`src/rtl/tc1_timer_ctrl.sv`:
```
// tc1_timer_ctrl: 24-bit programmable down-counting timer for the tc1 channel,
// controlled over a zero-wait-state Avalon-MM slave.
//
// Ports:
//   clk, reset_n     system clock, asynchronous active-low reset
//   address[1:0]     0 LOAD, 1 CTRL, 2 STATUS, 3 COUNT
//   write, writedata single-cycle register write
//   read, readdata   registered read, one clock latency, holds when read=0
//   status_word      {TO, count}, straight from registers
//   irq              TO & IRQEN, level
//
// state  | meaning
// IDLE   | count holds, prescaler parked at 0
// RUN    | prescaler cycling, count decrements on each tick
module tc1_timer_ctrl #(
    parameter int CNT_W = 24,
    parameter int PRE_W = 8
) (
    input  logic             clk,
    input  logic             reset_n,
    input  logic [1:0]       address,
    input  logic             write,
    input  logic [31:0]      writedata,
    input  logic             read,
    output logic [31:0]      readdata,
    output logic [CNT_W:0]   status_word,
    output logic             irq
);

    typedef enum logic {
        S_IDLE = 1'b0,
        S_RUN  = 1'b1
    } state_t;

    localparam logic [1:0] A_LOAD   = 2'd0;
    localparam logic [1:0] A_CTRL   = 2'd1;
    localparam logic [1:0] A_STATUS = 2'd2;
    localparam logic [1:0] A_COUNT  = 2'd3;

    localparam logic [CNT_W-1:0] CNT_ONE = CNT_W'(1);
    localparam logic [PRE_W-1:0] PRE_ONE = PRE_W'(1);

    state_t           state_q, state_d;
    logic [CNT_W-1:0] load_q, load_d;
    logic [CNT_W-1:0] count_q, count_d;
    logic [PRE_W-1:0] pre_q, pre_d;
    logic [PRE_W-1:0] pcnt_q, pcnt_d;
    logic             cont_q, cont_d;
    logic             irqen_q, irqen_d;
    logic             to_q, to_d;
    logic [31:0]      readdata_q, readdata_d;

    logic wr_load, wr_ctrl, wr_stat, start, stop, tick;

    assign wr_load = write && (address == A_LOAD);
    assign wr_ctrl = write && (address == A_CTRL);
    assign wr_stat = write && (address == A_STATUS);
    assign start   = wr_ctrl && writedata[0];
    assign stop    = wr_ctrl && writedata[1];
    assign tick    = (state_q == S_RUN) && (pcnt_q == pre_q);

    always_comb begin
        state_d    = state_q;
        load_d     = load_q;
        count_d    = count_q;
        pre_d      = pre_q;
        pcnt_d     = pcnt_q;
        cont_d     = cont_q;
        irqen_d    = irqen_q;
        to_d       = to_q;
        readdata_d = readdata_q;

        if (wr_load) begin
            load_d = writedata[CNT_W-1:0];
        end
        if (wr_ctrl) begin
            cont_d  = writedata[2];
            irqen_d = writedata[3];
            pre_d   = writedata[8 +: PRE_W];
        end
        if (wr_stat) begin
            to_d = 1'b0;
        end

        // STOP beats START; both beat the prescaler tick in the same cycle.
        if (stop) begin
            state_d = S_IDLE;
            pcnt_d  = '0;
        end else if (start) begin
            state_d = S_RUN;
            count_d = load_q;
            pcnt_d  = '0;
        end else if (state_q == S_RUN) begin
            if (tick) begin
                pcnt_d = '0;
                if (count_q != '0) begin
                    count_d = count_q - CNT_ONE;
                end else begin
                    // Placed after the STATUS clear so a coincident set wins.
                    to_d = 1'b1;
                    if (cont_q) begin
                        count_d = load_q;
                    end else begin
                        state_d = S_IDLE;
                    end
                end
            end else begin
                // Free wrap lets pcnt come back around when P is lowered below it.
                pcnt_d = pcnt_q + PRE_ONE;
            end
        end

        if (read) begin
            readdata_d = '0;
            case (address)
                A_LOAD:   readdata_d[CNT_W-1:0] = load_q;
                A_CTRL: begin
                    readdata_d[0]          = (state_q == S_RUN);
                    readdata_d[2]          = cont_q;
                    readdata_d[3]          = irqen_q;
                    readdata_d[8 +: PRE_W] = pre_q;
                end
                A_STATUS: begin
                    readdata_d[0] = to_q;
                    readdata_d[1] = (state_q == S_RUN);
                end
                default:  readdata_d[CNT_W-1:0] = count_q;
            endcase
        end
    end

    always_ff @(posedge clk or negedge reset_n) begin
        if (!reset_n) begin
            state_q    <= S_IDLE;
            load_q     <= '0;
            count_q    <= '0;
            pre_q      <= '0;
            pcnt_q     <= '0;
            cont_q     <= 1'b0;
            irqen_q    <= 1'b0;
            to_q       <= 1'b0;
            readdata_q <= '0;
        end else begin
            state_q    <= state_d;
            load_q     <= load_d;
            count_q    <= count_d;
            pre_q      <= pre_d;
            pcnt_q     <= pcnt_d;
            cont_q     <= cont_d;
            irqen_q    <= irqen_d;
            to_q       <= to_d;
            readdata_q <= readdata_d;
        end
    end

    assign readdata    = readdata_q;
    assign status_word = {to_q, count_q};
    assign irq         = to_q & irqen_q;

endmodule

```
`config.mk`:
```
export PLATFORM = sky130hd
export DESIGN_NAME = tc1_timer_ctrl
export DESIGN_NICKNAME = d
export VERILOG_FILES = /design/src/rtl/tc1_timer_ctrl.sv
export SDC_FILE = /design/constraint.sdc
export NUM_CORES = 1
export LEC_CHECK = 0
export CAP_MARGIN = 0
export CORE_ASPECT_RATIO = 1.75
export CORE_MARGIN = 5
export CORE_UTILIZATION = 53
export CTS_CLUSTER_DIAMETER = 30
export DETAILED_ROUTE_END_ITERATION = 12
export PLACE_DENSITY = 0.81
export SYNTH_ARGS = -nofsm -noshare
export SYNTH_HDL_FRONTEND = slang
export SYNTH_SLANG_ARGS = --single-unit
export TNS_END_PERCENT = 30
```
`constraint.sdc`:
```
create_clock -name clk -period 2.9 [get_ports clk]
set_clock_uncertainty 0.2 [all_clocks]
set_input_delay 0.87 -clock clk [delete_from_list [all_inputs] [get_ports clk]]
set_output_delay 0.87 -clock clk [all_outputs]
set_load 0.03 [all_outputs]
```
==> qor.txt <==
=================================================================================
Run status ......................................................... finished clean
Arrival time of data at the critical path endpoint .................      2.74 ns
Minimum clock period after layout ..................................      2.72 ns
Setup TNS Final ....................................................         0 ns
Cell chosen for the clock root .....................................    clkbuf_16
Area added between synthesis and finish ............................        27.2%
CP bufs+invs .......................................................            0
Via count of the first global-routing pass .........................        4,769
Wire length per cell after detailed routing ........................      20.2 um
Routability congestion estimate ....................................        0.902
Die footprint ......................................................   0.0119 mm2
Total DRC errors in the routed layout ..............................            0
Mean instance size in the synthesized netlist ......................     9.76 um2
Combinational cell fraction of total power .........................        0.250
Wire length of the first global-routing pass .......................    24,200 um
FFs w/ async S/R, synth ............................................         1.00
Total count of max-transition violations in the final report .......            0
Sw Ratio ...........................................................        0.326
Final hold slack ...................................................     0.126 ns
Setup violation total in the final timing report ...................            0
Share of cells above drive strength 1 ..............................        0.175
Area share of xor/xnor cells in the synthesized design .............       0.0135
Unrepaired setup endpoints after global routing ....................        false
Number of enable-type register cells in the synthesized netlist ....            0
Effective utilization at floorplan .................................        0.545
Count of H-tree levels built during CTS ............................            3
Number of setup buffers added after CTS ............................            0
Clock share of power ...............................................        0.308
Utilization after layout ...........................................        0.693
Length of the first detailed-routing pass in iterations ............            4
Buffers from clock root to sink, at most ...........................            2
GRT Total Usage ....................................................        0.256
Core Box Area ......................................................  0.00953 mm2
Worst-path cell chain .............................................. or3_1, or4_4, or4_1, a21oi_1, o221ai_1
Count of input and output buffers ..................................           79
Worst-path fanout max ..............................................           15
Antenna violations before repair ...................................            0
Adder and majority cell fraction of the synthesized area ...........      0.00723
Placed standard-cell area ..........................................  0.00630 mm2
Main combinational cell family by area after synthesis ............. compound AO/OA/AOI/OAI gates
Number of diodes added for antenna fixing ..........................            0
Power density over the cells .......................................   583 mW/mm2
Routed wire length .................................................    15,100 um
Post-route clock period utilization ................................        0.939
Vias after detailed routing ........................................        4,700
Normalized max-slew margin .........................................        0.602
Max-Cap Viols ......................................................            0
Clock Pin Slew Worst Setup and Hold Paths ..........................      0.06 ns
Critical Path Slowest Stage Cell ...................................        or4_4
Delay of the slowest cell on the worst path ........................      0.69 ns
Internal Pwr Total .................................................    0.00259 W
Portion of synthesized cell area occupied by the leading cell type .        0.444
Post-synth top area cell ...........................................      dfrtp_1
Io pins ............................................................           96
Worst min path class ...............................................     in2async
TritonCTS clock tree ...............................................         done
Number of library cell types mapped by synthesis ...................           56
Number of register bits inferred by synthesis ......................           92
Final HPWL from detailed placement .................................    11,000 um
Net switching power ................................................    0.00125 W
Total Nets Final ...................................................          663
Number of cells produced by synthesis ..............................          532
Grt total ovfl .....................................................            0
Crit end category ..................................................    flip-flop
Warnings from Yosys ................................................            0
Leading cell types by total area after synthesis ................... dfrtp_1, mux2_2, mux2i_1
Largest vdd supply drop ............................................     0.504 mV
F_max ..............................................................      367 MHz
Vertical die dimension .............................................       141 um
Antenna-violating nets left ........................................            0
Final Hold Vio Count ...............................................            0
Sequential area share after synthesis ..............................        0.444
Cts hold-fix bufs ..................................................            0
Worst Tran Pin Value ...............................................     0.592 ns
Starting DRC count in detailed routing .............................          326
Mux contribution to synthesized area ...............................        0.146
Standard-cell row count ............................................           47
Cell area after layout .............................................  0.00660 mm2
Netlist area before placement ......................................  0.00519 mm2
Complex-gate fraction of the synthesized area ......................        0.179
DIE WIDTH ..........................................................      84.8 um
Sinks on Clock Net .................................................           92
Simple-gate share of the synthesized area ..........................        0.145
Cell type group with the largest total delay on the critical path .. simple AND/OR/NAND/NOR gates
Main synth FF type .................................................      dfrtp_1
Worst-Skew Late Latency ............................................      0.34 ns
Worst Path Required ................................................      2.91 ns
Maximum number of pins on one net before global-route repair .......           51
Leakage component of the power .....................................      2.74 nW
Sequential share of power ..........................................        0.442
Category of the most critical setup path ...........................      reg2reg
Total clock buffers created by CTS .................................            9
Type of element launching the critical path ........................    flip-flop
CTS resizes ........................................................            0
Drt via density ....................................................         6.28
=================================================================================
synth_stat cells (all sizes together) (2+ instances only):
master / number
nor4: 11
and2: 5
o21ai: 13
or4: 8
dfrtp: 92
a21oi: 54
nand3: 13
o221ai: 12
mux2: 37
nand2: 18
buf: 25
nor3: 9
o211ai: 23
a32oi: 2
or2: 5
ha: 3
clkbuf: 27
a2bb2oi: 2
nor2: 55
xnor2: 8
o22ai: 6
mux2i: 32
and3: 3
inv: 19
o31a: 2
a211oi: 2
nand4: 4
a31oi: 5
or3: 7
o311a: 2
a22oi: 14
final timing paths:
| check | startpoint | to | slack (ns) | cells after the start |
|---|---|---|---|---|
| setup / recovery | count_q[11] | count_q[21] | 0.18 | 5 |
| hold / removal | reset_n | count_q[20] | 0.13 | 1 |
| setup reg to reg | count_q[11] | count_q[21] | 0.18 | 5 |
| hold reg to reg | readdata[0] | readdata[0] | 0.32 | 1 |
| max in group asynchronous | reset_n | load_q[17] | 1.69 | 2 |
| min in group clk | readdata[0] | readdata[0] | 0.32 | 1 |
metrics by stage:
| step | power [W] | std cells | setup slack (ns) |
|---|---|---|---|
| 2_1_floorplan | 0.00226 | 539 | 0.0456 |
| 3_3_place_gp | 0.00264 | 733 | -0.0586 |
| 3_5_place_dp | 0.00268 | 733 | -0.120 |
| 4_1_cts | 0.00387 | 749 | 0.196 |
| 5_1_grt | 0.00403 | 749 | 0.122 |
| 6_report | 0.00385 | 749 | 0.177 |
final cells by class:
class | instances | area [um2]
Clock buffer | 9 | 225
Clock inverter | 7 | 75.1
Fill cell | 756 | 2920
Inverter | 19 | 71.3
Multi-Input combinational cell | 376 | 2590
Sequential cell | 92 | 2300
Tap cell | 122 | 153
Timing Repair Buffer | 124 | 1190
worst register-to-register path: stages, from the launching register on:
cell and delay (ns):
dfrtp_1 0.39, or3_1 0.50, or4_4 0.69, or4_1 0.54, a21oi_1 0.16, o221ai_1 0.12
power groups by stage:
| stage | Combinational, W | Sequential [W] | Clock, W |
|---|---|---|---|
| 2_1_floorplan | 0.000497 | 0.00177 | 0 |
| 3_3_place_gp | 0.000933 | 0.00171 | 0 |
| 3_5_place_dp | 0.000963 | 0.00172 | 0 |
| 4_1_cts | 0.000966 | 0.00170 | 0.00120 |
| 5_1_grt | 0.00104 | 0.00173 | 0.00126 |
| 6_report | 0.000961 | 0.00170 | 0.00119 |
registers in the layout, indices dropped and copies added, names as in the netlist:
| register | cells |
|---|---|
| cont_q | 1 |
| count_q | 24 |
| irqen_q | 1 |
| load_q | 24 |
| pcnt_q | 8 |
| pre_q | 8 |
| readdata | 24 |
| state_q | 1 |
| to_q | 1 |
metal layers:
layer / vias to the layer above / wire length [um] / track usage
met3: 51 / 764 / 0.0385
met1: 2322 / 5470 / 0.280
met2: 196 / 8070 / 0.456
met5: - / 0 / 0
li1: 2131 / - / -
met4: 0 / 825 / 0.158
logic make-up (layout without fill, tap and decap cells):
family | count (synthesis) | count (layout)
buffers and inverters | 71 | 159
AO/OA/AOI/OAI | 142 | 142
multiplexers | 70 | 70
flip-flops | 92 | 92
AND/OR/NAND/NOR | 145 | 145
adder cells (fa/ha/maj) | 3 | 3
other | 1 | 8
XOR/XNOR | 8 | 8
cell usage in the layout (no fill, tap or decap), types with 3 or more instances in the layout:
master and n:
a21oi_1 54, a22oi_1 14, a31oi_1 4, and2_1 4, and3_1 3, buf_12 5
buf_4 41, clkbuf_16 9, clkdlybuf4s50_1 78, clkinvlp_4 3, conb_1 8, dfrtp_1 92
ha_1 3, inv_1 19, mux2_2 37, mux2i_1 32, nand2_1 18, nand3_1 13
nand4_1 4, nor2_1 54, nor3_1 9, nor4_1 9, o211ai_1 23, o21ai_0 9
o21ai_1 4, o221ai_1 12, o22ai_1 6, or2_2 4, or3_1 7, or4_1 6
xnor2_1 8
Power figures use the tool's default switching activity.
